===== config.mk =====
export PLATFORM = sky130hd
export DESIGN_NAME = mult_result_accumulator
export DESIGN_NICKNAME = d
export VERILOG_FILES = /design/src/rtl/mult_acc_pkg.sv /design/src/rtl/mult_acc_addsat.sv /design/src/rtl/mult_result_accumulator.sv
export SDC_FILE = /design/constraint.sdc
export NUM_CORES = 1
export LEC_CHECK = 0
export CORE_ASPECT_RATIO = 2
export CORE_MARGIN = 2
export CORE_UTILIZATION = 57
export CTS_BUF_LIST = sky130_fd_sc_hd__clkbuf_16
export DETAILED_ROUTE_END_ITERATION = 12
export PLACE_DENSITY = 0.87
export SYNTH_ARGS = -nofsm -noshare
export SYNTH_HDL_FRONTEND = slang
export SYNTH_SLANG_ARGS = --single-unit

===== constraint.sdc =====
create_clock -name clk -period 8.25 [get_ports clk]
set_clock_uncertainty 0.15 [all_clocks]
set_input_delay 1.2375 -clock clk [delete_from_list [all_inputs] [get_ports clk]]
set_output_delay 1.2375 -clock clk [all_outputs]
set_load 0.01 [all_outputs]

===== src/rtl/mult_acc_pkg.sv =====
`default_nettype none
// ============================================================================
//  Module   : mult_acc_pkg
//  Brief    : Shared types and constants for the multiply-accumulate result
//             accumulator: FSM state encoding, default widths and the signed
//             extremes of the default-width accumulator.
//  Config   : MULT_ACC_SAT_EN (see mult_acc_addsat / mult_result_accumulator)
//  Revision : 1.0 - initial release
// ============================================================================
package mult_acc_pkg;

    // Default widths: 64-bit products from the 32x32 multiplier, widened sum.
    localparam int DEF_PROD_W = 64;
    localparam int DEF_ACC_W  = 72;
    localparam int DEF_CNT_W  = 8;

    // Run-control states.
    typedef enum logic [1:0] {
        IDLE  = 2'd0,
        ACCUM = 2'd1,
        DONE  = 2'd2
    } state_e;

    // Signed extremes of the default-width accumulator.
    localparam logic [DEF_ACC_W-1:0] ACC_MAX = {1'b0, {(DEF_ACC_W-1){1'b1}}};
    localparam logic [DEF_ACC_W-1:0] ACC_MIN = {1'b1, {(DEF_ACC_W-1){1'b0}}};

endpackage : mult_acc_pkg
`default_nettype wire


===== src/rtl/mult_acc_addsat.sv =====
`default_nettype none
// ============================================================================
//  Module   : mult_acc_addsat
//  Brief    : Combinational ACC_W-bit signed adder with signed-overflow flag.
//             With MULT_ACC_SAT_EN defined the result clamps to the signed
//             extreme in the direction of the operands' common sign;
//             otherwise the result wraps modulo 2^ACC_W.
//  Config   : MULT_ACC_SAT_EN
//  Revision : 1.0 - initial release
// ============================================================================
module mult_acc_addsat
    import mult_acc_pkg::*;
#(
    parameter int ACC_W = DEF_ACC_W
) (
    input  logic [ACC_W-1:0] a,
    input  logic [ACC_W-1:0] b,
    output logic [ACC_W-1:0] sum,
    output logic             ovf
);

    localparam logic [ACC_W-1:0] C_MAX = {1'b0, {(ACC_W-1){1'b1}}};
    localparam logic [ACC_W-1:0] C_MIN = {1'b1, {(ACC_W-1){1'b0}}};

    logic [ACC_W-1:0] raw_sum;

    // Two's-complement add; overflow when like-signed operands yield an
    // unlike-signed result.
    always_comb begin
        raw_sum = a + b;
        ovf     = (a[ACC_W-1] == b[ACC_W-1]) && (raw_sum[ACC_W-1] != a[ACC_W-1]);
`ifdef MULT_ACC_SAT_EN
        if (ovf) begin
            sum = a[ACC_W-1] ? C_MIN : C_MAX;
        end else begin
            sum = raw_sum;
        end
`else
        sum = raw_sum;
`endif
    end

endmodule : mult_acc_addsat
`default_nettype wire


===== src/rtl/mult_result_accumulator.sv =====
`default_nettype none
// ============================================================================
//  Module   : mult_result_accumulator
//  Brief    : Sums a programmed number of signed products received over a
//             valid/ready handshake into a widened accumulator and presents
//             the final sum (plus sticky overflow) on a held output
//             handshake. Forms the accumulate half of a MAC/dot-product path.
//  Config   : MULT_ACC_SAT_EN - clamp the accumulator on signed overflow
//             instead of wrapping.
//  Revision : 1.0 - initial release
// ============================================================================
module mult_result_accumulator
    import mult_acc_pkg::*;
#(
    parameter int PROD_W = DEF_PROD_W,
    parameter int ACC_W  = DEF_ACC_W,
    parameter int CNT_W  = DEF_CNT_W
) (
    input  logic              clk,
    input  logic              rst,
    input  logic              start,
    input  logic [CNT_W-1:0]  len,
    input  logic              prod_valid,
    input  logic [PROD_W-1:0] prod,
    output logic              prod_ready,
    output logic              out_valid,
    input  logic              out_ready,
    output logic [ACC_W-1:0]  acc_out,
    output logic              overflow,
    output logic              busy
);

    localparam logic [1:0] ST_IDLE  = IDLE;
    localparam logic [1:0] ST_ACCUM = ACCUM;
    localparam logic [1:0] ST_DONE  = DONE;

    logic [1:0]       state_q, state_d;
    logic [CNT_W-1:0] cnt_q,   cnt_d;
    logic [ACC_W-1:0] acc_q,   acc_d;
    logic             ovf_q,   ovf_d;

    logic [ACC_W-1:0] prod_ext;
    logic [ACC_W-1:0] add_sum;
    logic             add_ovf;

    // Sign-extend the product; replication count stays >= 1 even when
    // ACC_W equals PROD_W.
    assign prod_ext = {{(ACC_W-PROD_W+1){prod[PROD_W-1]}}, prod[PROD_W-2:0]};

    mult_acc_addsat #(
        .ACC_W (ACC_W)
    ) u_addsat (
        .a   (acc_q),
        .b   (prod_ext),
        .sum (add_sum),
        .ovf (add_ovf)
    );

    // Next-state, counter, accumulator and sticky-overflow update.
    always_comb begin
        state_d = state_q;
        cnt_d   = cnt_q;
        acc_d   = acc_q;
        ovf_d   = ovf_q;
        case (state_q)
            ST_IDLE: begin
                if (start) begin
                    acc_d = '0;
                    ovf_d = 1'b0;
                    if (len != '0) begin
                        cnt_d   = len;
                        state_d = ST_ACCUM;
                    end else begin
                        state_d = ST_DONE;
                    end
                end
            end
            ST_ACCUM: begin
                if (prod_valid) begin
                    acc_d = add_sum;
                    ovf_d = ovf_q | add_ovf;
                    cnt_d = cnt_q - CNT_W'(1);
                    if (cnt_q == CNT_W'(1)) begin
                        state_d = ST_DONE;
                    end
                end
            end
            ST_DONE: begin
                // Sum and overflow are held; start is ignored here.
                if (out_ready) begin
                    state_d = ST_IDLE;
                end
            end
            default: begin
                state_d = ST_IDLE;
            end
        endcase
    end

    // State and datapath registers; asynchronous reset abandons any run.
    always_ff @(posedge clk or posedge rst) begin
        if (rst) begin
            state_q <= ST_IDLE;
            cnt_q   <= '0;
            acc_q   <= '0;
            ovf_q   <= 1'b0;
        end else begin
            state_q <= state_d;
            cnt_q   <= cnt_d;
            acc_q   <= acc_d;
            ovf_q   <= ovf_d;
        end
    end

    // Handshake/status outputs decode the state register only.
    assign prod_ready = (state_q == ST_ACCUM);
    assign out_valid  = (state_q == ST_DONE);
    assign busy       = (state_q != ST_IDLE);
    assign acc_out    = acc_q;
    assign overflow   = ovf_q;

endmodule : mult_result_accumulator
`default_nettype wire


### Word level (Yosys, flattened, before mapping)

Cells that the tools add are included.

| word-level totals | value |
|---|---|
| flip-flop bits (word level) | 83 |
| bits in latches | 0 |
| RAM bits | 0 |
| memory bits (read-only) | 0 |
| input bits | 77 |
| output and inout bits | 76 |
| memories | 0 |

| cells by class | value |
|---|---|
| add/subtract/negate cells | 2 |
| $mul | 0 |
| div/mod/pow operators | 0 |
| $lt $le $gt $ge | 0 |
| eq/ne operators | 10 |
| shift operators | 0 |
| muxes and demuxes | 16 |
| bitwise gates (word level) | 1 |
| reductions and logical operators | 8 |

Operators with widths:

| kind | number |
|---|---|
| $mux W72 | 2 |
| $pmux W72 S2 | 1 |
| $add A72 B72 Y72 | 1 |
| $mux W8 | 3 |
| $pmux W8 S2 | 1 |
| $mux W2 | 5 |
| $eq A8 B1 Y1 const B | 1 |
| $reduce_and A4 Y1 | 2 |
| $reduce_bool A8 Y1 | 1 |
| $sub A8 B1 Y8 const B | 1 |
| $ne A2 B2 Y1 const B | 3 |
| $pmux W2 S3 | 1 |
| $ne A2 B1 Y1 const B | 2 |
| $reduce_bool A2 Y1 | 2 |
| $reduce_and A3 Y1 | 1 |
| $eq A2 B1 Y1 const B | 1 |
| $eq A2 B2 Y1 const B | 1 |
| $logic_not A2 Y1 | 1 |
| $mux W1 | 2 |
| $pmux W1 S2 | 1 |
| $eq A1 B1 Y1 | 1 |
| $logic_and A1 B1 Y1 | 1 |
| $ne A1 B1 Y1 | 1 |
| $or A1 B1 Y1 | 1 |

### Longest topological paths before layout

Gate-level depths: netlist of the first run.

| depth | value |
|---|---|
| depth in word-level cells | 6 |
| mapped depth | 13 |

### Cells and area by module

From an unflattened synthesis of the first run, not the netlist that was laid out.

| second synthesis, totals | value |
|---|---|
| cells, all modules | 878 |
| area total of the unflattened synthesis | 7505.9 sq um |

Modules (own cells, without submodules):

| module | times used | cells an instance | area each (sq um) | seq. area each (sq um) |
|---|---|---|---|---|
| mult_acc_addsat | 1 | 633 | 4256.6 | 0.0 |
| mult_result_accumulator | 1 | 245 | 3249.4 | 2077.0 |

### Least setup slack after synthesis of the first run

No wires, ideal clock.

| timing path | value |
|---|---|
| kind | input-to-reg |
| start point | input prod[0] |
| end point | register acc_q[66], in the netlist acc_out[66] |
| arrival time | 3.639 ns |
| required time | 7.969 ns |
| path slack | 4.329 ns |
| stages on the path | 13 |
| buffers on the path | 0 |
| path through | ha_1 inv_1 fa_1 and2b_1 o2111ai_2 a311o_1 nand2_2 a31oi_2 o21ai_2 a41oi_2 a221oi_2 xnor2_1 o21ai_1 |

| on the way | value |
|---|---|
| longest elaborated chain between the ends | 3 |

Ends and longest elaborated chain:

| what | RTL line | RTL |
|---|---|---|
| start, declared | mult_result_accumulator.sv:24 | `input logic [PROD_W-1:0] prod,` |
| $add A72 B72 Y72 | mult_acc_addsat.sv:30 | `raw_sum = a + b;` |
| $mux W72 | mult_result_accumulator.sv:79 | `if (prod_valid) begin` |
| $pmux W72 S2 | mult_result_accumulator.sv:65 | `case (state_q)` |
| end signal, assigned | mult_result_accumulator.sv:105 | `acc_q <= '0;` |
| end signal, assigned | mult_result_accumulator.sv:110 | `acc_q <= acc_d;` |
| end, declared | mult_result_accumulator.sv:39 | `logic [ACC_W-1:0] acc_q, acc_d;` |

Every way passes these cells. The select of a mux whose other input is x is not followed.
A chain may end at the register's enable or synchronous reset.

### Worst setup path in the final report of the first run

Ends and elaborated chain as after synthesis.

==> impl_metrics.csv, run 1 <==
group,metric,value,unit
critical_path,timing.critical_path.required,8.29,ns
clock_network,htree_num_levels,3,
cells_and_area,synth_to_final_area_change,24.00,%
critical_path,startpoint_type,"input pin",
timing,tns,0,ns
timing,final_critical_path_setup_slack,3.722,ns
timing,max_clock_freq,220.8,MHz
cells_and_area,n_antenna_cell,0,
floorplanning,die-width,85.51,um
power,power-per-cell-area,359.8,mW/mm^2
yosys,ys_dominant_reg_cell,"sky130_fd_sc_hd__dfrtp_1",
routing,drt_drc_violations_left,0,
yosys,async_reset_ff_share,100.0,%
grt,grt.total_usage,32.71,%
clock_network,clkSlewWorstSetupHoldPaths,0.07,ns
outcome,run_status,"finished, final reports clean",
critical_path,timing.rr.start,"state_q[1]",
min_path,worstHoldPathType,"reg2reg",
cells_and_area,final_core_utilization,72.28,%
clock_network,clk_latency,0.35,ns
critical_path,reg2reg_slack,4.68,ns
timing,final.period_utilization,54.89,%
placed_design,numPortBuffers,152,
critical_path,cp-end-kind,"flop",
min_path,min_delay_path_depth,2,
clock_network,tritoncts,"done",
grt,antenna_found_initial,0,
yosys,synthDistinctLibCells,74,
min_path,hp-start,"overflow",
power,ir_drop,236.3,uV
timing,timing_max_transition_violations_final,0,
yosys,postSynthNetCount,1116,
yosys,post_synth_inst_count,965,
yosys,edff_count_synth,0,
power,power.total,3.379,mW
power,power.static_leakage,4.092,nW
timing,max_slew_margin,25.36,%
critical_path,regToRegEndpoint,"acc_out[33]",
cells_and_area,fin_area,0.009392,mm^2
floorplanning,core_area,0.01299,mm^2
yosys,ys_ff_latch,83,
grt,grt_pass1_vias,7851,
clock_network,postCtsHoldBufs,0,
cells_and_area,nets,1226,
critical_path,critical_path_peak_fanout,4,
clock_network,clockBufferDepth,2,
grt,first_pass_grt_wire_length,37720,um
timing,holdWs,0.3506,ns
timing,timing.final.hold_violations,0,
floorplanning,initial_core_utilization,58.29,%
clock_network,cts_made_buffers,9,
routing,routed_wl,23270,um
routing,first_iter_violations,463,
yosys,netlist_area,0.007574,mm^2
routing,drt_pre_antenna_iters,7,
placed_design,placedInstanceArea,0.009092,mm^2
cells_and_area,fillCellCount,1059,
floorplanning,boundaryPins,153,
grt,grt_start_max_net_pins,84,
yosys,synth-warning-count,0,
routing,num_vias,7837,
clock_network,root_buffer,"sky130_fd_sc_hd__clkbuf_16",
critical_path,critPathArrivalTime,4.57,ns
min_path,hold_path_end,"overflow",
placed_design,place_congestion,0.9575,
timing,finalSetupViolations,0,
routing,routedWlPerCell,18.89,um
yosys,syn_avg_cell_area,7.848,um^2
grt,grt-ovfl-total,0,
run,maxCapViolations,0,
cells_and_area,fraction_of_layout_cells_with_a_size_suffix_above_1,3.241,%
yosys,sequential_share_of_the_synthesized_area,27.42,%
timing,worstMarginPinSlew,1.120,ns
timing,timing.final.crit_period,4.528,ns
placed_design,preCtsSetupSlack,3.444,ns
clock_network,cts_setup_buffers,0,
floorplanning,design.die.area,0.01428,mm^2
critical_path,timing_worst_setup_path_type,"in2reg",
cells_and_area,finish.cell_count_without_fillers,1232,
critical_path,r2r_worst_path_depth,7,
routing,ant_nets_after_route,0,
routing,vias_per_cell,6.361,
placed_design,post-dp-hpwl,18010,um
clock_network,clkSinkCount,83,
clock_network,cts-resized-gates,0,
floorplanning,dieHeight,167.0,um
timing,grt_setup_unrepaired,"false",
floorplanning,rows,59,
placed_design,dp_cells,1216,
## kinds of logic (layout without fill, tap and decap cells)
| family | after synthesis | count (layout) | share of synthesized area (%) |
|---|---|---|---|
| buf+inv | 84 | 199 | 4.378 |
| mux | 1 | 1 | 0.1322 |
| flops | 83 | 83 | 27.42 |
| simple gates | 301 | 301 | 18.54 |
| fa+ha+maj | 74 | 74 | 12.32 |
| compound gates | 355 | 355 | 29.46 |
| xor+xnor | 67 | 67 | 7.748 |
## power by group
group	switching [mW]	internal (mW)	total [mW]
logic	1.29	0.953	2.24
clock network	0.182	0.237	0.418
registers	0.149	0.572	0.721
## routing by layer
| metal | track usage, % | vias to the layer above | routed length [um] |
|---|---|---|---|
| met3 | 4.460 | 96 | 858 |
| li1 | - | 3736 | - |
| met1 | 34.10 | 3725 | 8358 |
| met2 | 60.26 | 280 | 12700 |
| met4 | 19.25 | 0 | 1359 |
| met5 | 0 | - | 0 |
## worst max path at each step
stage | start | endpoint | depth (start not counted)
floorplan | prod[0] | acc_out[66] | 13
global placement | prod[0] | acc_out[66] | 14
detailed placement | prod[0] | acc_out[66] | 14
CTS | prod[0] | acc_out[66] | 14
global route | prod[13] | acc_out[68] | 12
finish | prod[0] | acc_out[66] | 14
## placed cells by master, fill, tap and decap left out, drive strengths merged, types with 20 or more instances in the layout
cell type	count
dfrtp	83
inv	28
o21bai	20
nand2	135
ha	73
a21oi	96
nand4	29
nor2	48
xor2	35
o21ai	116
xnor2	32
a21o	37
clkdlybuf4s50	152
## area by class of cell
| class | instances | area (um^2) | share of cell area (%) |
|---|---|---|---|
| well taps | 152 | 190.2 | 2.025 |
| inverters | 28 | 106.4 | 1.132 |
| multi-input cells | 798 | 5175 | 55.10 |
| repair buffers | 155 | 1544 | 16.44 |
| clock buffers | 9 | 225.2 | 2.398 |
| flip-flops and latches | 83 | 2077 | 22.12 |
| clock inverters | 7 | 73.82 | 0.7860 |
## Yosys cell counts (3+ instances only)
cell type                    n  area [um^2]
sky130_fd_sc_hd__a221oi_1    4        35.03
sky130_fd_sc_hd__nand3_1    18        90.09
sky130_fd_sc_hd__inv_1      27        101.4
sky130_fd_sc_hd__o211ai_1    4        30.03
sky130_fd_sc_hd__and4_1      3        26.28
sky130_fd_sc_hd__a31oi_1    11        68.82
sky130_fd_sc_hd__o21bai_1   20        150.1
sky130_fd_sc_hd__a41oi_1     5        43.79
sky130_fd_sc_hd__or3_1       3        18.77
sky130_fd_sc_hd__o21ai_0    88        440.4
sky130_fd_sc_hd__a211oi_1    6        45.04
sky130_fd_sc_hd__nor3_1     17        85.08
sky130_fd_sc_hd__xor2_1     35        306.5
sky130_fd_sc_hd__a22o_1      4        35.03
sky130_fd_sc_hd__dfrtp_1    83         2077
sky130_fd_sc_hd__a21o_1     37        277.8
sky130_fd_sc_hd__ha_1       73        913.4
sky130_fd_sc_hd__o21a_1      8        60.06
sky130_fd_sc_hd__xnor2_1    32        280.3
sky130_fd_sc_hd__o22ai_1     5        31.28
sky130_fd_sc_hd__and2_1      7        43.79
sky130_fd_sc_hd__clkbuf_1   41        153.9
sky130_fd_sc_hd__o31ai_1     4        30.03
sky130_fd_sc_hd__a21oi_1    96        480.5
sky130_fd_sc_hd__nor2b_1    10        62.56
sky130_fd_sc_hd__nand2_1   134        503.0
sky130_fd_sc_hd__nor4_1      5        31.28
sky130_fd_sc_hd__nand2b_1    6        37.54
sky130_fd_sc_hd__nand4_1    29        181.4
sky130_fd_sc_hd__and3_1     12        75.07
sky130_fd_sc_hd__o21ai_1    27        135.1
sky130_fd_sc_hd__nor2_1     47        176.4
sky130_fd_sc_hd__buf_2      13        65.06
sky130_fd_sc_hd__a21boi_1    3        22.52
## state kept, by name (all words and copies together) (netlist names)
signal / flops
state_q: 2
acc_out: 72
overflow: 1
cnt_q: 8
## worst max-delay path, stage by stage
cell	delay, ns
sky130_fd_sc_hd__clkdlybuf4s50_1	0.46
sky130_fd_sc_hd__ha_1	0.17
sky130_fd_sc_hd__inv_1	0.06
sky130_fd_sc_hd__fa_1	0.36
sky130_fd_sc_hd__and2b_1	0.29
sky130_fd_sc_hd__o2111ai_2	0.14
sky130_fd_sc_hd__a311o_1	0.39
sky130_fd_sc_hd__nand2_2	0.14
sky130_fd_sc_hd__a31oi_2	0.18
sky130_fd_sc_hd__o21ai_2	0.33
sky130_fd_sc_hd__a41oi_2	0.17
sky130_fd_sc_hd__a221oi_2	0.38
sky130_fd_sc_hd__xnor2_1	0.18
sky130_fd_sc_hd__o21ai_1	0.09
Note: power is estimated with default switching activity, not from simulation.
==> inputs of run 2 (changes only) <==
--- a/config.mk
+++ b/config.mk
@@ -7,10 +7,10 @@
 export LEC_CHECK = 0
 export CORE_ASPECT_RATIO = 2
 export CORE_MARGIN = 2
-export CORE_UTILIZATION = 57
+export CORE_UTILIZATION = 53
 export CTS_BUF_LIST = sky130_fd_sc_hd__clkbuf_16
 export DETAILED_ROUTE_END_ITERATION = 12
-export PLACE_DENSITY = 0.87
+export PLACE_DENSITY = 0.82
 export SYNTH_ARGS = -nofsm -noshare
 export SYNTH_HDL_FRONTEND = slang
 export SYNTH_SLANG_ARGS = --single-unit
==> constraint.sdc (replaced) <==
create_clock -name clk -period 4.3 [get_ports clk]
set_clock_uncertainty 0.15 [all_clocks]
set_input_delay 0.645 -clock clk [delete_from_list [all_inputs] [get_ports clk]]
set_output_delay 0.645 -clock clk [all_outputs]
set_load 0.01 [all_outputs]
==> impl_metrics.csv, run 2 (synthesis results as in run 1) <==
group,metric,value,unit
critical_path,startpoint_type,"input pin",
grt,gr-max-usage-layer,"met2",
cells_and_area,synth_to_final_area_change,25.77,%
floorplanning,initial_core_utilization,54.22,%
cells_and_area,layout.cells.most_common,"sky130_fd_sc_hd__clkdlybuf4s50_1",
clock_network,clkSlewWorstSetupHoldPaths,0.07,ns
cells_and_area,nets,1239,
placed_design,post-dp-hpwl,18760,um
grt,grtUsageMet3,4.105,%
placed_design,dp_cells,1266,
critical_path,cp_slowest_cell,"sky130_fd_sc_hd__clkdlybuf4s50_1",
floorplanning,die-width,88.53,um
min_path,hold_path_end,"acc_out[49]",
floorplanning,dieHeight,173.1,um
cells_and_area,final_core_utilization,68.20,%
cells_and_area,fillCellCount,1241,
critical_path,timing.rr.start,"acc_out[0]",
critical_path,cell_chain_critical_path,"clkdlybuf4s50_1 -> ha_1 -> inv_1 -> fa_1 -> and2b_1 -> o2111ai_2 -> a31oi_1 -> o211ai_1 -> a21oi_1 -> a21boi_2 -> o221ai_2 -> a21boi_1 -> xor2_1 -> o21ai_1",
cells_and_area,finish.cell_count_without_fillers,1282,
timing,grt_setup_unrepaired,"false",
routing,first_iter_violations,435,
floorplanning,rows,61,
clock_network,clkSinkCount,83,
cells_and_area,fraction_of_layout_cells_with_a_size_suffix_above_1,4.483,%
grt,grt-ovfl-total,0,
routing,ant_nets_after_route,0,
timing,max_clock_freq,264.7,MHz
grt,first_pass_grt_wire_length,38020,um
floorplanning,core_area,0.01397,mm^2
clock_network,clockBufferDepth,2,
outcome,run_status,"finished, final reports clean",
routing,drt_drc_violations_left,0,
cells_and_area,n_antenna_cell,0,
grt,use_met1,31.64,%
routing,num_vias,7844,
routing,routedWlPerCell,18.57,um
timing,worstMarginPinSlew,0.7234,ns
clock_network,cts_setup_buffers,0,
grt,grt_start_max_net_pins,63,
power,ir_drop,348.6,uV
critical_path,cpPeakStageDelay,0.46,ns
routing,drt_pre_antenna_iters,6,
grt,grt_pass1_vias,7912,
power,power.static_leakage,4.144,nW
critical_path,critPathArrivalTime,3.84,ns
grt,antenna_found_initial,0,
min_path,worstHoldPathType,"reg2reg",
placed_design,place_congestion,0.9541,
timing,final.period_utilization,87.86,%
placed_design,numPortBuffers,152,
clock_network,root_buffer,"sky130_fd_sc_hd__clkbuf_16",
timing,tns,0,ns
min_path,min_delay_path_depth,2,
power,power-per-cell-area,684.8,mW/mm^2
floorplanning,design.die.area,0.01532,mm^2
critical_path,reg2reg_slack,0.85,ns
timing,finalSetupViolations,0,
floorplanning,boundaryPins,153,
timing,timing.final.hold_violations,0,
grt,global_route.usage.met2,57.49,%
timing,final_critical_path_setup_slack,0.5220,ns
critical_path,critical_path_peak_fanout,3,
critical_path,r2r_worst_path_depth,13,
cells_and_area,flip_flop_count_of_the_largest_register_all_copies_and_words_added,72,
cells_and_area,mostFrequentLayoutCells,"sky130_fd_sc_hd__clkdlybuf4s50_1 (152), sky130_fd_sc_hd__nand2_1 (133), sky130_fd_sc_hd__a21oi_1 (96)",
clock_network,clk_latency,0.35,ns
clock_network,cts-resized-gates,0,
timing,timing_max_transition_violations_final,0,
timing,timing.final.crit_period,3.778,ns
routing,vias_per_cell,6.119,
clock_network,postCtsHoldBufs,0,
clock_network,htree_num_levels,3,
clock_network,tritoncts,"done",
timing,max_slew_margin,51.60,%
grt,grt.total_usage,31.33,%
critical_path,cp-end-kind,"flop",
min_path,hp-start,"acc_out[49]",
critical_path,timing.critical_path.required,4.36,ns
power,power.total,6.523,mW
critical_path,timing_worst_setup_path_type,"in2reg",
placed_design,preCtsSetupSlack,0.1699,ns
critical_path,regToRegEndpoint,"acc_out[64]",
clock_network,cts_made_buffers,9,
run,maxCapViolations,0,
routing,routed_wl,23810,um
==> run 2: worst max path at each step <==
stage / start / end / slack [ns]
2_1_floorplan: prod[0] / acc_out[66] / 0.97
3_3_place_gp: prod[8] / acc_out[39] / 0.30
3_5_place_dp: prod[0] / acc_out[66] / 0.17
4_1_cts: prod[0] / acc_out[66] / 0.53
5_1_grt: prod[0] / acc_out[66] / 0.32
6_report: prod[0] / acc_out[64] / 0.52
==> run 2: cell type report <==
class,count,area (um^2),share of cell area [%]
clock inverters,7,51.30,0.5386
repair buffers,168,1654,17.37
multi-input cells,798,5175,54.33
clock buffers,9,225.2,2.364
well taps,189,236.5,2.483
flip-flops and latches,83,2077,21.80
inverters,28,106.4,1.117
==> run 2: through the flow <==
step                hold slack, ns  cell area (um^2)
global route                0.3919              9525
global placement            0.3393              9249
CTS                         0.3676              9525
detailed placement          0.3416              9249
finish                      0.3609              9525
floorplan                   0.3213              7574
==> run 2: power breakdown <==
group | switching, mW | internal [mW] | total [mW] | leakage (nW)
clock | 0.355 | 0.395 | 0.750 | 0.132
combinational | 2.50 | 1.89 | 4.39 | 2.94
sequential | 0.283 | 1.10 | 1.38 | 1.07
==> run 2: critical path, delay by kind of cell <==
family / cells / cell delay (ns)
and+or+nand+nor: 1 / 0.28
xor gates and xnor gates: 1 / 0.16
AOI/OAI and AO/OA: 8 / 1.62
buffers and inverters: 2 / 0.52
adders and majority gates: 2 / 0.59
==> run 2: layer usage <==
layer	up-vias	share of wire, %
met1	3665	35
met3	117	4.1
met2	296	54
li1	3766	-
met4	0	7.1
met5	-	0
==> inputs of run 3 (changes only) <==
--- a/config.mk
+++ b/config.mk
@@ -10,7 +10,10 @@
 export CORE_UTILIZATION = 53
 export CTS_BUF_LIST = sky130_fd_sc_hd__clkbuf_16
 export DETAILED_ROUTE_END_ITERATION = 12
+export GPL_TIMING_DRIVEN = 0
 export PLACE_DENSITY = 0.82
+export SLEW_MARGIN = 25
 export SYNTH_ARGS = -nofsm -noshare
 export SYNTH_HDL_FRONTEND = slang
 export SYNTH_SLANG_ARGS = --single-unit
+export TNS_END_PERCENT = 10
==> impl_metrics.csv, run 3 (synthesis results as in run 1) <==
group,metric,value,unit
cells_and_area,nets,1280,
routing,wl_met2,12760,um
clock_network,htree_num_levels,3,
routing,first_iter_violations,512,
routing,ant_nets_after_route,0,
grt,first_pass_grt_wire_length,38160,um
timing,timing.final.crit_period,4.053,ns
grt,grt-ovfl-total,0,
timing,max_slew_margin,48.73,%
routing,m1WireLength,8347,um
timing,worstMarginPinSlew,0.7662,ns
floorplanning,dieHeight,173.1,um
floorplanning,die-width,88.53,um
run,maxCapViolations,0,
timing,timing_max_transition_violations_final,0,
clock_network,clkSinkCount,83,
power,power.net_switching,3.140,mW
outcome,run_status,"finished, final reports clean",
placed_design,dp_cells,1307,
critical_path,timing_worst_setup_path_type,"in2reg",
power,power-per-cell-area,680.3,mW/mm^2
routing,top_layer_in_use,"met4",
grt,grt_start_max_net_pins,69,
power,fraction_of_power_spent_switching_nets,47.64,%
clock_network,tritoncts,"done",
routing,routedWlPerCell,17.84,um
grt,grt_pass1_vias,8004,
grt,antenna_found_initial,0,
power,cell_internal_power_dissipation,3.452,mW
power,power.static_leakage,4.196,nW
floorplanning,core_area,0.01397,mm^2
critical_path,startpoint_type,"input pin",
timing,final.period_utilization,94.25,%
timing,tns,0,ns
cells_and_area,synth_to_final_area_change,27.94,%
timing,grt_setup_unrepaired,"false",
cells_and_area,finish.cell_count_without_fillers,1323,
floorplanning,design.die.area,0.01532,mm^2
timing,holdWs,0.3575,ns
timing,finalSetupViolations,0,
floorplanning,boundaryPins,153,
routing,drt_pre_antenna_iters,7,
cells_and_area,fillCellCount,1187,
clock_network,root_buffer,"sky130_fd_sc_hd__clkbuf_16",
cells_and_area,layout.cells.most_common,"sky130_fd_sc_hd__clkdlybuf4s50_1",
clock_network,clk_latency,0.35,ns
floorplanning,initial_core_utilization,54.22,%
clock_network,clockBufferDepth,2,
clock_network,cts-resized-gates,0,
cells_and_area,mostFrequentLayoutCells,"sky130_fd_sc_hd__clkdlybuf4s50_1 (152), sky130_fd_sc_hd__nand2_1 (134), sky130_fd_sc_hd__a21oi_1 (96)",
critical_path,critPathArrivalTime,4.13,ns
power,share_seq_of_total_power,20.8,%
clock_network,cts_setup_buffers,0,
min_path,worstHoldPathType,"reg2reg",
routing,num_vias,7977,
critical_path,critical_path_peak_fanout,6,
timing,max_clock_freq,246.7,MHz
power,power.total,6.592,mW
cells_and_area,n_antenna_cell,0,
placed_design,numPortBuffers,152,
critical_path,timing.critical_path.required,4.37,ns
power,ir_drop,422.5,uV
clock_network,cts_made_buffers,9,
routing,routed_wl,23600,um
cells_and_area,flip_flop_count_of_the_largest_register_all_copies_and_words_added,72,
power,power.share.combinational,66.0,%
cells_and_area,final_core_utilization,69.37,%
power,share_clk_of_total_power,13.3,%
routing,detailroute.wirelength.met3,880,um
timing,timing.final.hold_violations,0,
placed_design,post-dp-hpwl,18810,um
routing,vias_per_cell,6.029,
clock_network,postCtsHoldBufs,0,
routing,drt_drc_violations_left,0,
placed_design,place_congestion,0.9922,
cells_and_area,fraction_of_layout_cells_with_a_size_suffix_above_1,3.968,%
clock_network,clkSlewWorstSetupHoldPaths,0.07,ns
floorplanning,rows,61,
grt,grt.total_usage,31.28,%
critical_path,cp-end-kind,"flop",
==> run 3: final timing paths <==
check | startpoint | to | slack, ns | cells after the start
setup / recovery | prod[24] | acc_out[68] | 0.25 | 12
hold / removal | overflow | overflow | 0.36 | 2
setup reg to reg | acc_out[23] | acc_out[68] | 0.57 | 11
hold reg to reg | overflow | overflow | 0.36 | 2
max in group asynchronous | rst | acc_out[13] | 2.97 | 3
min in group asynchronous | rst | acc_out[54] | 0.43 | 2
==> run 3: per-layer routing <==
| metal | track usage (%) | up-vias |
|---|---|---|
| li1 | - | 3835 |
| met1 | 31.97 | 3731 |
| met2 | 57.71 | 298 |
| met3 | 3.341 | 113 |
| met4 | 19.19 | 0 |
| met5 | 0 | - |
==> run 3: critical path: stages <==
cell and delay, ns:
sky130_fd_sc_hd__clkdlybuf4s50_1 0.42, sky130_fd_sc_hd__ha_1 0.46, sky130_fd_sc_hd__and4_1 0.33, sky130_fd_sc_hd__nand3_1 0.15
sky130_fd_sc_hd__nor4_1 0.49, sky130_fd_sc_hd__o211ai_1 0.28, sky130_fd_sc_hd__a21oi_1 0.47, sky130_fd_sc_hd__a21boi_2 0.22
sky130_fd_sc_hd__o221ai_2 0.27, sky130_fd_sc_hd__a21oi_1 0.12, sky130_fd_sc_hd__xor2_1 0.17, sky130_fd_sc_hd__o21ai_1 0.08
==> run 3: through the flow <==
stage,area [um^2],setup slack [ns]
floorplan,7574,0.9719
global placement,9331,-0.2248
detailed placement,9364,0.01557
CTS,9689,0.3707
global route,9689,0.1450
finish,9689,0.2470
==> run 3: area by class of cell <==
| class | instances | area, um^2 | area share, % |
|---|---|---|---|
| sequential | 83 | 2077 | 21.44 |
| tap | 189 | 236.5 | 2.441 |
| clock inverter | 7 | 100.1 | 1.033 |
| multi-input combinational | 798 | 5165 | 53.31 |
| buffer | 56 | 226.5 | 2.337 |
| inverter | 28 | 110.1 | 1.136 |
| clock buffer | 9 | 225.2 | 2.324 |
| timing repair buffer | 153 | 1549 | 15.99 |
==> run 3: power groups by stage <==
stage                     combinational, mW  clock, mW  sequential (mW)
final                                  4.35      0.874             1.37
after global routing                   4.81      0.907             1.41
after CTS                              4.31      0.882             1.37
after detailed placement               4.27          0             1.38
after global placement                 4.20          0             1.37
after floorplan                        2.75          0             1.44
